<file path="src/rtl/decoder_seq.sv">
// Registered one-hot decoder with a valid/ready request port and a sweep sequencer.
// Optional build macro DECODER_SEQ_RANGE_CHECK_EN rejects requests whose sel is >= OUTS.
module decoder_seq #(
  parameter int SEL_W = 3,
  parameter int OUTS  = 8,
  parameter int DWELL = 1,
  parameter int LEN_W = 3
) (
  input  logic             clk,
  input  logic             rst_n,
  input  logic             in_valid,
  output logic             in_ready,
  input  logic [SEL_W-1:0] sel,
  input  logic [LEN_W-1:0] len,
  input  logic             abort,
  output logic [OUTS-1:0]  y,
  output logic             y_valid,
  output logic             done,
  output logic             err
);

  localparam int              DW_W         = (DWELL > 1) ? $clog2(DWELL) : 1;
  localparam logic [DW_W-1:0] DWELL_RELOAD = DW_W'(DWELL - 1);
  localparam logic [SEL_W-1:0] LAST_IDX    = SEL_W'(OUTS - 1);

  typedef enum logic {
    S_IDLE   = 1'b0,
    S_ACTIVE = 1'b1
  } state_e;

  state_e            state_q, state_d;
  logic [SEL_W-1:0]  idx_q, idx_d;
  logic [LEN_W-1:0]  rem_q, rem_d;
  logic [DW_W-1:0]   dwell_q, dwell_d;
  logic [OUTS-1:0]   y_q, y_d;
  logic              y_valid_q, y_valid_d;
  logic              done_q, done_d;
  logic              req_ok;

  // Out-of-range indices (sel >= OUTS) decode to all-zero.
  function automatic logic [OUTS-1:0] onehot(input logic [SEL_W-1:0] i);
    logic [OUTS-1:0] r;
    r = '0;
    for (int b = 0; b < OUTS; b++) begin
      if (i == SEL_W'(b)) r[b] = 1'b1;
    end
    return r;
  endfunction

  // Wraps at OUTS; an out-of-range start index also steps to 0.
  function automatic logic [SEL_W-1:0] step_idx(input logic [SEL_W-1:0] i);
    return (i >= LAST_IDX) ? '0 : i + SEL_W'(1);
  endfunction

`ifdef DECODER_SEQ_RANGE_CHECK_EN
  logic err_q, err_d;
  assign req_ok = (sel <= LAST_IDX);
`else
  assign req_ok = 1'b1;
`endif

  always_ff @(posedge clk or negedge rst_n) begin
    if (!rst_n) begin
      state_q <= S_IDLE;
    end else begin
      state_q <= state_d;
    end
  end

  always_ff @(posedge clk or negedge rst_n) begin
    if (!rst_n) begin
      idx_q     <= '0;
      rem_q     <= '0;
      dwell_q   <= '0;
      y_q       <= '0;
      y_valid_q <= 1'b0;
      done_q    <= 1'b0;
`ifdef DECODER_SEQ_RANGE_CHECK_EN
      err_q     <= 1'b0;
`endif
    end else begin
      idx_q     <= idx_d;
      rem_q     <= rem_d;
      dwell_q   <= dwell_d;
      y_q       <= y_d;
      y_valid_q <= y_valid_d;
      done_q    <= done_d;
`ifdef DECODER_SEQ_RANGE_CHECK_EN
      err_q     <= err_d;
`endif
    end
  end

  always_comb begin
    state_d   = state_q;
    idx_d     = idx_q;
    rem_d     = rem_q;
    dwell_d   = dwell_q;
    y_d       = y_q;
    y_valid_d = y_valid_q;
    done_d    = 1'b0;
    case (state_q)
      S_IDLE: begin
        if (in_valid && req_ok) begin
          state_d   = S_ACTIVE;
          idx_d     = sel;
          rem_d     = len;
          dwell_d   = DWELL_RELOAD;
          y_d       = onehot(sel);
          y_valid_d = 1'b1;
        end
      end
      S_ACTIVE: begin
        // Abort takes priority over dwell expiry and completion.
        if (abort) begin
          state_d   = S_IDLE;
          y_d       = '0;
          y_valid_d = 1'b0;
        end else if (dwell_q != '0) begin
          dwell_d = dwell_q - DW_W'(1);
        end else if (rem_q == '0) begin
          state_d   = S_IDLE;
          y_d       = '0;
          y_valid_d = 1'b0;
          done_d    = 1'b1;
        end else begin
          idx_d   = step_idx(idx_q);
          rem_d   = rem_q - LEN_W'(1);
          dwell_d = DWELL_RELOAD;
          y_d     = onehot(step_idx(idx_q));
        end
      end
      default: begin
        state_d   = S_IDLE;
        y_d       = '0;
        y_valid_d = 1'b0;
      end
    endcase
`ifdef DECODER_SEQ_RANGE_CHECK_EN
    err_d = (state_q == S_IDLE) && in_valid && !req_ok;
`endif
  end

  always_comb begin
    in_ready = (state_q == S_IDLE);
    y        = y_q;
    y_valid  = y_valid_q;
    done     = done_q;
`ifdef DECODER_SEQ_RANGE_CHECK_EN
    err      = err_q;
`else
    err      = 1'b0;
`endif
  end

endmodule

</file>
<file path="config.mk">
export PLATFORM = sky130hd
export DESIGN_NAME = decoder_seq
export DESIGN_NICKNAME = d
export VERILOG_FILES = /design/src/rtl/decoder_seq.sv
export SDC_FILE = /design/constraint.sdc
export NUM_CORES = 1
export LEC_CHECK = 0
export ABC_AREA = 1
export BUFFER_PORTS_ARGS = -buffer_cell sky130_fd_sc_hd__clkbuf_2
export CORE_MARGIN = 2
export CORE_UTILIZATION = 51
export DETAILED_ROUTE_END_ITERATION = 8
export PLACE_DENSITY = 0.82
export RECOVER_POWER = 25
export SYNTH_ARGS = -nofsm -noshare
export SYNTH_HDL_FRONTEND = slang
export SYNTH_SLANG_ARGS = --single-unit
export TNS_END_PERCENT = 30
</file>
<file path="constraint.sdc">
create_clock -name clk -period 1.7 [get_ports clk]
set_clock_uncertainty 0.05 [all_clocks]
set_input_delay 0.085 -clock clk [delete_from_list [all_inputs] [get_ports clk]]
set_output_delay 0.085 -clock clk [all_outputs]
set_load 0.02 [all_outputs]
</file>
==> results of run 1 <==
[power groups by stage]
| stage | Clock, uW | Sequential (uW) | Combinational (uW) |
|---|---|---|---|
| after detailed placement | 0 | 690 | 1040 |
| after global routing | 233 | 704 | 1220 |
| after floorplan | 0 | 777 | 696 |
| final | 210 | 682 | 1080 |
| after CTS | 218 | 681 | 1050 |
| after global placement | 0 | 679 | 1020 |
[metrics by stage]
| stage | hold WS, ns | cells | instance area (um^2) | utilization |
|---|---|---|---|---|
| global route | 0.0116 | 168 | 1110 | 0.639 |
| finish | 0.0140 | 168 | 1110 | 0.639 |
| detailed placement | -0.00174 | 163 | 1070 | 0.614 |
| floorplan | -0.261 | 119 | 956 | - |
| CTS | 0.0122 | 168 | 1110 | 0.635 |
| global placement | -0.0114 | 163 | 1070 | 0.614 |
[logic make-up (layout without fill, tap and decap cells)]
| logic type | count (synthesis) | in the layout |
|---|---|---|
| other | 1 | 1 |
| adders and majority gates | 4 | 4 |
| and+or+nand+nor | 54 | 54 |
| DFF | 17 | 17 |
| buffers and inverters | 17 | 41 |
| AOI/OAI and AO/OA | 25 | 25 |
| xor gates and xnor gates | 1 | 1 |
[placed cells by master, fill, tap and decap left out, drive strengths merged]
cell         count
buf              2
xnor2            1
a21oi           10
nand2           25
o211ai           3
inv             12
a31oi            6
o21ai            6
nor2            21
nand3            4
clkinv           2
ha               4
dfrtp           17
nand4            3
conb             1
dlygate4sd3      1
clkbuf          24
nor3             1
[sequential cells by signal, summed over array words and instances (netlist names)]
signal,cells
y,8
idx_q,3
rem_q,3
done,1
state_q,1
y_valid,1
[worst paths after layout]
kind                       slack, ns                   end                 start  cells past startpoint
setup / recovery                0.12      y[5]$_DFFE_PN0P_  idx_q[1]$_DFFE_PN0P_                      7
hold / removal                  0.01  rem_q[2]$_DFFE_PN0P_                len[2]                      3
setup reg to reg                0.12      y[5]$_DFFE_PN0P_  idx_q[1]$_DFFE_PN0P_                      7
hold reg to reg                 0.47      y[0]$_DFFE_PN0P_      y[0]$_DFFE_PN0P_                      2
max in group asynchronous       0.63  idx_q[0]$_DFFE_PN0P_                 rst_n                      2
min in group asynchronous       0.41  idx_q[1]$_DFFE_PN0P_                 rst_n                      2
[cell usage after synthesis]
cell type / instances / area share
xnor2_1: 1 / 0.0092
ha_1: 4 / 0.052
a21oi_1: 10 / 0.052
nand4_1: 3 / 0.020
inv_1: 11 / 0.043
nor3_1: 1 / 0.0052
o21ai_1: 2 / 0.010
nand3_1: 4 / 0.021
a31oi_1: 6 / 0.039
nor2_4: 2 / 0.024
nor2_1: 19 / 0.075
clkinv_2: 1 / 0.0052
nand2_1: 22 / 0.086
nand2_4: 1 / 0.012
buf_4: 1 / 0.0079
dfrtp_1: 17 / 0.45
clkinv_1: 1 / 0.0039
buf_6: 2 / 0.024
inv_2: 1 / 0.0039
conb_1: 1 / 0.0039
o21ai_0: 4 / 0.021
nand2_2: 2 / 0.013
o211ai_1: 3 / 0.024
[metal layers]
| metal | wire length [um] | vias up |
|---|---|---|
| li1 | - | 435 |
| met1 | 954 | 402 |
| met2 | 982 | 17 |
| met3 | 58 | 2 |
| met4 | 14 | 0 |
| met5 | 0 | - |
[cell type report]
class	count	area (um^2)
Fill cell	145	631
Multi-Input combinational cell	85	454
Sequential cell	17	425
Timing Repair Buffer	23	124
Inverter	14	53.8
Tap cell	25	31.3
Clock buffer	4	26.3
[what timing repair did]
action,4_1_cts,5_1_grt
endpoints found under the hold margin,17,0
gates resized for setup,0,3
setup endpoints to repair,0,4
hold buffers,1,0
[tightest hold or removal path, cell delays in order]
cell and delay, ns:
clkbuf_2 0.08, o211ai_1 0.07, o21ai_1 0.07
==> reports/metrics.csv, run 1 <==
stage,metric,value,unit
worst_setup_path,worst-path-buf-inv,1,
cells_and_area,num-nets-final,158,
logic_synthesis,synthMuxAreaShare,0,
logic_synthesis,ys_ff_latch,17,
logic_synthesis,synth_nets,133,
pwr,peakVddDrop,930,uV
global_route,grt_pass1_wl,3.40,mm
place,pre_cts_slack,0.0713,ns
clocking,ctsLongestPathBuffers,2,
pwr,finalPower,1970,uW
routing,num_vias,856,
pwr,p_comb_frac,0.548,
logic_synthesis,ys_seq_area_frac,0.445,
clocking,htree_levels,1,
global_route,antenna_found_initial,0,
cells_and_area,syn_to_final_growth,16.6,%
floorplan,die_h,47.3,um
global_route,grt_max_degree,18,
worst_setup_path,worstSetupPathType,register to register,
logic_synthesis,synth_cells,119,
worst_setup_path,cp_slowest_cell,dfrtp_1,
timing,final_hold_viol_count,0,
logic_synthesis,avgSynthCellArea,8.03,um^2
routing,drt_iter0_drc,17,
global_route,grt_pass1_vias,790,
global_route,top_usage_layer,met2,
timing,final.setup.tns,0,ns
clocking,clockRootBuffer,clkbuf_4,
timing,fmax,633,MHz
floorplan,die_w,47.3,um
global_route,grtUsageTotal,0.214,
routing,firstDrtPassIters,4,
routing,drc,0,
worst_setup_path,critical_path_arrival,1.74,ns
routing,ant_nets,0,
global_route,grtUsageMet2,0.349,
global_route,grt_use_met1,0.298,
place,portBuffers,20,
timing,setup_violations,0,
worst_hold_path,hold_path.class,input port to register,
floorplan,placement_rows,15,
pwr,p_leak,0.000577,uW
worst_setup_path,cp-start-kind,register,
timing,worst_slew_pin_slew,0.941,ns
pwr,power_switching,934,uW
logic_synthesis,synth_fa_ha_area_frac,0.0524,
global_route,overflow,0,
timing,slew_violations,0,
worst_setup_path,critPathMaxStageDelay,0.43,ns
pwr,p_clk_frac,0.106,
place,hpwl,1.49,mm
pwr,swShare,0.473,
worst_setup_path,crit_fanout,6,
timing,rsz0062_at_grt,no,
cells_and_area,diodes,0,
run,max_cap_violations,0,
worst_setup_path,crit_required,1.86,ns
timing,fin_ws,0.121,ns
clocking,cts_buffers,3,
clocking,cts_setup_buffers,0,
place,gp_congestion,0.866,
logic_synthesis,yosysUniqueCellTypes,23,
floorplan,pin_count,22,
clocking,clk_pin_slew_worst_paths,0.10,ns
routing,wirelength,2.01,mm
worst_setup_path,critPathTopFamily,flip-flops,
floorplan,core_area,1750,um^2
timing,post-route-period-util,0.929,
clocking,cts_sinks,17,
routing,via_per_inst,5.10,
worst_setup_path,crit_chain,ha_1 > ha_1 > inv_2 > nand3_1 > nor2_4 > nand2_1 > a21oi_1,
clocking,cts_tree,yes,
pwr,p_seq_frac,0.345,
logic_synthesis,synth-compound-area-share,0.147,
cells_and_area,drive_above_1_share,0.231,
worst_setup_path,cp-end-kind,register,
logic_synthesis,netlist_area,956,um^2
status,status,"complete, no violations",
floorplan,die_area,2240,um^2
pwr,p_per_area,1770,nW/um^2
global_route,met3_usage,0.0346,
worst_setup_path,crit_top_cell,ha_1,
timing,slew_headroom,0.373,
timing,period_needed,1.58,ns
floorplan,start_util,0.548,
logic_synthesis,synth_top_family_by_area,simple AND/OR/NAND/NOR gates,
logic_synthesis,yosys.area_share.simple,0.255,
pwr,intPower,1040,uW
clocking,clock_latency,0.28,ns
logic_synthesis,yosys_warnings,0,
routing,wl_per_cell,12.0,um
logic_synthesis,synth_xor_area_frac,0.00916,
No activity file was read; power rests on OpenSTA's default activity.
==> run 2: changes to the inputs <==
--- a/config.mk
+++ b/config.mk
@@ -9,6 +9,7 @@
 export BUFFER_PORTS_ARGS = -buffer_cell sky130_fd_sc_hd__clkbuf_2
 export CORE_MARGIN = 2
 export CORE_UTILIZATION = 51
+export CTS_BUF_LIST = sky130_fd_sc_hd__clkbuf_16
 export DETAILED_ROUTE_END_ITERATION = 8
 export PLACE_DENSITY = 0.82
 export RECOVER_POWER = 25
==> reports/metrics.csv, run 2 (synthesized netlist as in run 1, its figures left out) <==
stage,metric,value,unit,change
status,status,"complete, no violations",,
worst_setup_path,rr_endpoint,y[5]$_DFFE_PN0P_,,
clocking,cts_tree,yes,,
timing,period_needed,1.58,ns,+0.00243 ns
cells_and_area,fill_cells,133,,-8.3%
floorplan,die_w,47.3,um,unchanged
cells_and_area,final_cell_mix,"nand2_1 (22), clkbuf_2 (19), nor2_1 (18)",,
place,hpwl,1.49,mm,unchanged
cells_and_area,multi_input_area,454,um^2,unchanged
place,portBuffers,20,,unchanged
floorplan,die_area,2240,um^2,unchanged
worst_setup_path,cp_slowest_cell,dfrtp_1,,
pwr,peakVddDrop,1240,uV,+33%
worst_setup_path,crit_chain,ha_1 > ha_1 > nand3_1 > nor2_4 > nand2_1 > a21oi_1,,
worst_setup_path,worst-path-buf-inv,0,,-1
clocking,ctsLongestPathBuffers,2,,unchanged
timing,slew_violations,0,,unchanged
floorplan,placement_rows,15,,unchanged
cells_and_area,num-nets-final,158,,unchanged
cells_and_area,largest_reg_flops,8,,unchanged
clocking,clockRootBuffer,clkbuf_16,,
worst_setup_path,critical_path_arrival,1.71,ns,-0.03 ns
worst_setup_path,path_depth,6,,-1
place,gp_congestion,0.866,,unchanged
clocking,htree_levels,1,,unchanged
worst_hold_path,hold_path.class,input port to register,,
cells_and_area,final_common_cell,nand2_1,,
cells_and_area,syn_to_final_growth,22.1,%,
worst_setup_path,cp-start-kind,register,,
pwr,p_per_area,1940,nW/um^2,+9.5%
cells_and_area,drive_above_1_share,0.231,,unchanged
pwr,p_leak,0.000604,uW,+4.7%
routing,drc,0,,unchanged
timing,post-route-period-util,0.930,,+0.00143
routing,firstDrtPassIters,5,,+1
timing,final.setup.tns,0,ns,unchanged
timing,worst_slew_pin_slew,0.955,ns,+0.0139 ns
timing,slew_headroom,0.363,,-0.00926
cells_and_area,regArea,425,um^2,unchanged
global_route,overflow,0,,unchanged
timing,final_hold_viol_count,0,,unchanged
worst_setup_path,crit_top_cell,ha_1,,
floorplan,pin_count,22,,unchanged
cells_and_area,diodes,0,,unchanged
routing,ant_nets,0,,unchanged
worst_setup_path,crit_fanout,4,,-2
routing,via_per_inst,5.49,,+7.7%
worst_setup_path,crit_required,1.82,ns,-0.04 ns
worst_setup_path,critPathMaxStageDelay,0.41,ns,-0.02 ns
clocking,cts_buffers,3,,unchanged
routing,wirelength,2.20,mm,+9.2%
routing,num_vias,922,,+7.7%
worst_setup_path,cp-end-kind,register,,
global_route,grt_max_degree,18,,unchanged
run,max_cap_violations,0,,unchanged
global_route,grtUsageTotal,0.236,,+0.0221
worst_setup_path,reg2regPathDepth,6,,-1
floorplan,core_area,1750,um^2,unchanged
global_route,grt_pass1_wl,3.68,mm,+8.1%
clocking,cts_sinks,17,,unchanged
floorplan,die_h,47.3,um,unchanged
worst_setup_path,critPathTopFamily,adder cells,,
global_route,antenna_found_initial,0,,unchanged
clocking,clk_pin_slew_worst_paths,0.05,ns,-0.05 ns
timing,setup_violations,0,,unchanged
floorplan,start_util,0.548,,unchanged
worst_setup_path,cp-startpoint,idx_q[1]$_DFFE_PN0P_,,
routing,drt_iter0_drc,23,,+6
worst_setup_path,endpoint,y[5]$_DFFE_PN0P_,,
pwr,finalPower,2260,uW,+15%
clocking,clock_latency,0.25,ns,-0.03 ns
global_route,grt_pass1_vias,856,,+8.4%
timing,rsz0062_at_grt,no,,
worst_setup_path,r2r_slack,0.12,ns,about the same
timing,fmax,632,MHz,-0.15%
routing,wl_per_cell,13.1,um,+9.2%
worst_setup_path,worstSetupPathType,register to register,,
worst_setup_path,rr_startpoint,idx_q[1]$_DFFE_PN0P_,,
clocking,cts_setup_buffers,0,,unchanged
run 2: changes by cell type in the layout (fill, tap and decap cells not counted), sizes merged:
cell    delta
clkbuf     -1
inv        +1
run 2: what timing repair did:
action                                  in CTS  in global routing
resized for setup                            0                  3
endpoints found under the setup margin       0                  4
hold buffers                                 1                  0
endpoints found under the hold margin       17                  0
run 2: worst register-to-register path, cell delays in order, from the launching register on:
cell	delay, ns
dfrtp_1	0.41
ha_1	0.20
ha_1	0.31
nand3_1	0.17
nor2_4	0.17
nand2_1	0.07
a21oi_1	0.13
run 2: worst min-delay path by stage:
stage	cells past startpoint	end	start	slack (ns)
CTS	3	rem_q[2]$_DFFE_PN0P_	len[2]	0.05
global route	3	rem_q[1]$_DFFE_PN0P_	len[1]	0.07
finish	3	rem_q[2]$_DFFE_PN0P_	len[2]	0.05
detailed placement	1	state_q$_DFF_PN0_	rst_n	-0.002
floorplan	0	done$_DFF_PN0_	rst_n	-0.26
global placement	1	rem_q[1]$_DFFE_PN0P_	rst_n	-0.01
run 2: routing by layer:
metal / global-route usage / wire length, um
met1: 0.315 / 952
met5: 0 / 0
met4: 0.122 / 69
met2: 0.368 / 1040
met3: 0.0385 / 132
run 2: layout make-up:
class,count,area share
Inverter,14,0.0461
Clock inverter,1,0.00322
Clock buffer,3,0.0643
Tap cell,25,0.0268
Timing Repair Buffer,23,0.106
Sequential cell,17,0.364
Multi-Input combinational cell,85,0.389
run 2: power breakdown:
group / internal (uW) / switching, uW / leakage [uW]
clock network: 312 / 149 / 0.0000423
logic: 384 / 729 / 0.000352
registers: 569 / 122 / 0.000210
total: 1260 / 999 / 0.000604
run 2: through the flow:
stage / hold WS [ns] / std cells / worst slack, ns / cell area, um^2 / utilization
3_5_place_dp: -0.00174 / 163 / 0.0713 / 1070 / 0.614
3_3_place_gp: -0.0114 / 163 / 0.108 / 1070 / 0.614
2_1_floorplan: -0.261 / 119 / 0.193 / 956 / -
5_1_grt: 0.0652 / 168 / 0.0138 / 1170 / 0.669
6_report: 0.0493 / 168 / 0.118 / 1170 / 0.669
4_1_cts: 0.0514 / 168 / 0.0489 / 1160 / 0.665
==> run 3: changes to the inputs <==
--- a/config.mk
+++ b/config.mk
@@ -9,7 +9,7 @@
 export BUFFER_PORTS_ARGS = -buffer_cell sky130_fd_sc_hd__clkbuf_2
 export CORE_MARGIN = 2
 export CORE_UTILIZATION = 51
-export CTS_BUF_LIST = sky130_fd_sc_hd__clkbuf_16
+export CTS_BUF_LIST = sky130_fd_sc_hd__clkbuf_8
 export DETAILED_ROUTE_END_ITERATION = 8
 export PLACE_DENSITY = 0.82
 export RECOVER_POWER = 25
==> reports/metrics.csv, run 3 (synthesized netlist as in run 1, its figures left out) <==
stage,metric,value,unit,change
status,status,"complete, no violations",,
floorplan,placement_rows,15,,unchanged
global_route,grt_max_degree,18,,unchanged
clocking,clock_latency,0.25,ns,about the same
routing,drt_iter0_drc,18,,-22%
pwr,p_leak,0.000589,uW,-2.5%
worst_setup_path,cp-end-kind,register,,
routing,drc,0,,unchanged
cells_and_area,stdcell_area,1130,um^2,-2.9%
floorplan,core_area,1750,um^2,unchanged
cells_and_area,drive_above_1_share,0.231,,unchanged
pwr,peakVddDrop,1190,uV,-4.0%
worst_setup_path,crit_fanout,6,,+2
worst_setup_path,critPathMaxStageDelay,0.41,ns,about the same
place,gp_congestion,0.866,,unchanged
pwr,p_seq_frac,0.333,,+0.028
global_route,antenna_found_initial,0,,unchanged
worst_setup_path,cp_slowest_cell,dfrtp_1,,
routing,wirelength,2.00,mm,-8.9%
cells_and_area,fill_cells,136,,+2.3%
clocking,cts_setup_buffers,0,,unchanged
cells_and_area,finish.utilization,0.649,,-0.0194
floorplan,pin_count,22,,unchanged
cells_and_area,instances_no_fill,168,,unchanged
timing,period_needed,1.57,ns,-0.00923 ns
timing,worst_slew_pin_slew,0.943,ns,-0.0117 ns
clocking,clk_pin_slew_worst_paths,0.07,ns,+0.02 ns
clocking,cts_tree,yes,,
worst_setup_path,cp-start-kind,register,,
place,portBuffers,20,,unchanged
cells_and_area,final_cell_mix,"nand2_1 (22), clkbuf_2 (19), nor2_1 (18)",,
place,placed_area,1070,um^2,unchanged
cells_and_area,largest_reg_flops,8,,unchanged
pwr,swShare,0.460,,+0.0187
global_route,overflow,0,,unchanged
worst_setup_path,crit_required,1.83,ns,about the same
timing,fmax,636,MHz,+0.59%
floorplan,start_util,0.548,,unchanged
pwr,finalPower,2060,uW,-9.2%
global_route,grt_pass1_wl,3.42,mm,-7.1%
cells_and_area,diodes,0,,unchanged
timing,rsz0062_at_grt,no,,
pwr,p_per_area,1810,nW/um^2,-6.5%
floorplan,die_w,47.3,um,unchanged
worst_setup_path,crit_chain,ha_1 > ha_1 > inv_2 > nand3_1 > nor2_4 > nand2_1 > a21oi_1,,
cells_and_area,final_common_cell,nand2_1,,
place,hpwl,1.49,mm,unchanged
global_route,grtUsageTotal,0.214,,-0.0229
worst_setup_path,crit_top_cell,ha_1,,
clocking,ctsLongestPathBuffers,2,,unchanged
floorplan,die_area,2240,um^2,unchanged
timing,slew_violations,0,,unchanged
routing,num_vias,856,,-7.2%
pwr,power_switching,946,uW,-5.4%
timing,post-route-period-util,0.925,,-0.00543
cells_and_area,syn_to_final_growth,18.6,%,
clocking,clockRootBuffer,clkbuf_8,,
timing,final_hold_viol_count,0,,unchanged
global_route,grt_pass1_vias,797,,-6.9%
worst_setup_path,critical_path_arrival,1.70,ns,about the same
pwr,intPower,1110,uW,-12%
worst_hold_path,hold_path.class,input port to register,,
cells_and_area,num-nets-final,158,,unchanged
pwr,p_comb_frac,0.525,,+0.033
run,max_cap_violations,0,,unchanged
clocking,cts_buffers,3,,unchanged
floorplan,die_h,47.3,um,unchanged
pwr,p_clk_frac,0.142,,-0.061
place,dp_cells,163,,unchanged
timing,slew_headroom,0.371,,+0.00783
routing,ant_nets,0,,unchanged
worst_setup_path,worstSetupPathType,register to register,,
clocking,cts_sinks,17,,unchanged
clocking,htree_levels,1,,unchanged
routing,wl_per_cell,11.9,um,-8.9%
routing,firstDrtPassIters,4,,-1
routing,via_per_inst,5.10,,-7.2%
timing,setup_violations,0,,unchanged
timing,final.setup.tns,0,ns,unchanged
## run 3: cell types whose count changed in the layout (fill, tap and decap cells not counted)
cell and delta:
clkbuf_16 -3, clkbuf_8 +3
## run 3: final timing paths
kind	from	to	slack, ns	depth (start not counted)
max reg2reg	idx_q[1]$_DFFE_PN0P_	y[5]$_DFFE_PN0P_	0.13	7
min reg2reg	y[0]$_DFFE_PN0P_	y[0]$_DFFE_PN0P_	0.46	2
min	len[2]	rem_q[2]$_DFFE_PN0P_	0.05	3
max	idx_q[1]$_DFFE_PN0P_	y[5]$_DFFE_PN0P_	0.13	7
max in group asynchronous	rst_n	idx_q[0]$_DFFE_PN0P_	0.58	2
min in group asynchronous	rst_n	idx_q[1]$_DFFE_PN0P_	0.45	2
## run 3: critical path: cells and delay by family (launching register included)
family	cells	cell delay [ns]
flops	1	0.41
compound gates	1	0.13
buf+inv	1	0.10
simple gates	3	0.40
fa+ha+maj	2	0.40
## run 3: layer usage
metal  up-vias  share of wire  global-route usage  wire, um
li1        435              -                   -         -
met1       403           0.48               0.303       956
met2        16           0.49               0.341       973
met3         2          0.030              0.0346        59
met4         0         0.0050              0.0500        10
met5         -              0                   0         0
## run 3: cell type report
type	instances	area (um^2)	share of cell area
tap	25	31.3	0.0276
timing repair buffer	23	124	0.109
clock buffer	3	41.3	0.0364
inverter	14	53.8	0.0475
clock inverter	1	3.75	0.00331
multi-input combinational	85	454	0.401
sequential	17	425	0.375
## run 3: stage by stage
stage,hold slack [ns],worst slack [ns]
3_5_place_dp,-0.00174,0.0713
2_1_floorplan,-0.261,0.193
3_3_place_gp,-0.0114,0.108
5_1_grt,0.0591,0.0204
6_report,0.0515,0.128
4_1_cts,0.0525,0.0446
## run 3: what timing repair did
item,in CTS,in global routing
setup endpoints to repair,0,4
hold buffers,1,0
hold endpoints to repair,17,0
gates resized for setup,0,3
## run 3: power by group through the flow
stage	Clock [uW]	Combinational [uW]	Sequential, uW
finish	293	1080	684
detailed placement	0	1040	690
global route	311	1220	706
CTS	298	1040	683
floorplan	0	696	777
global placement	0	1020	679
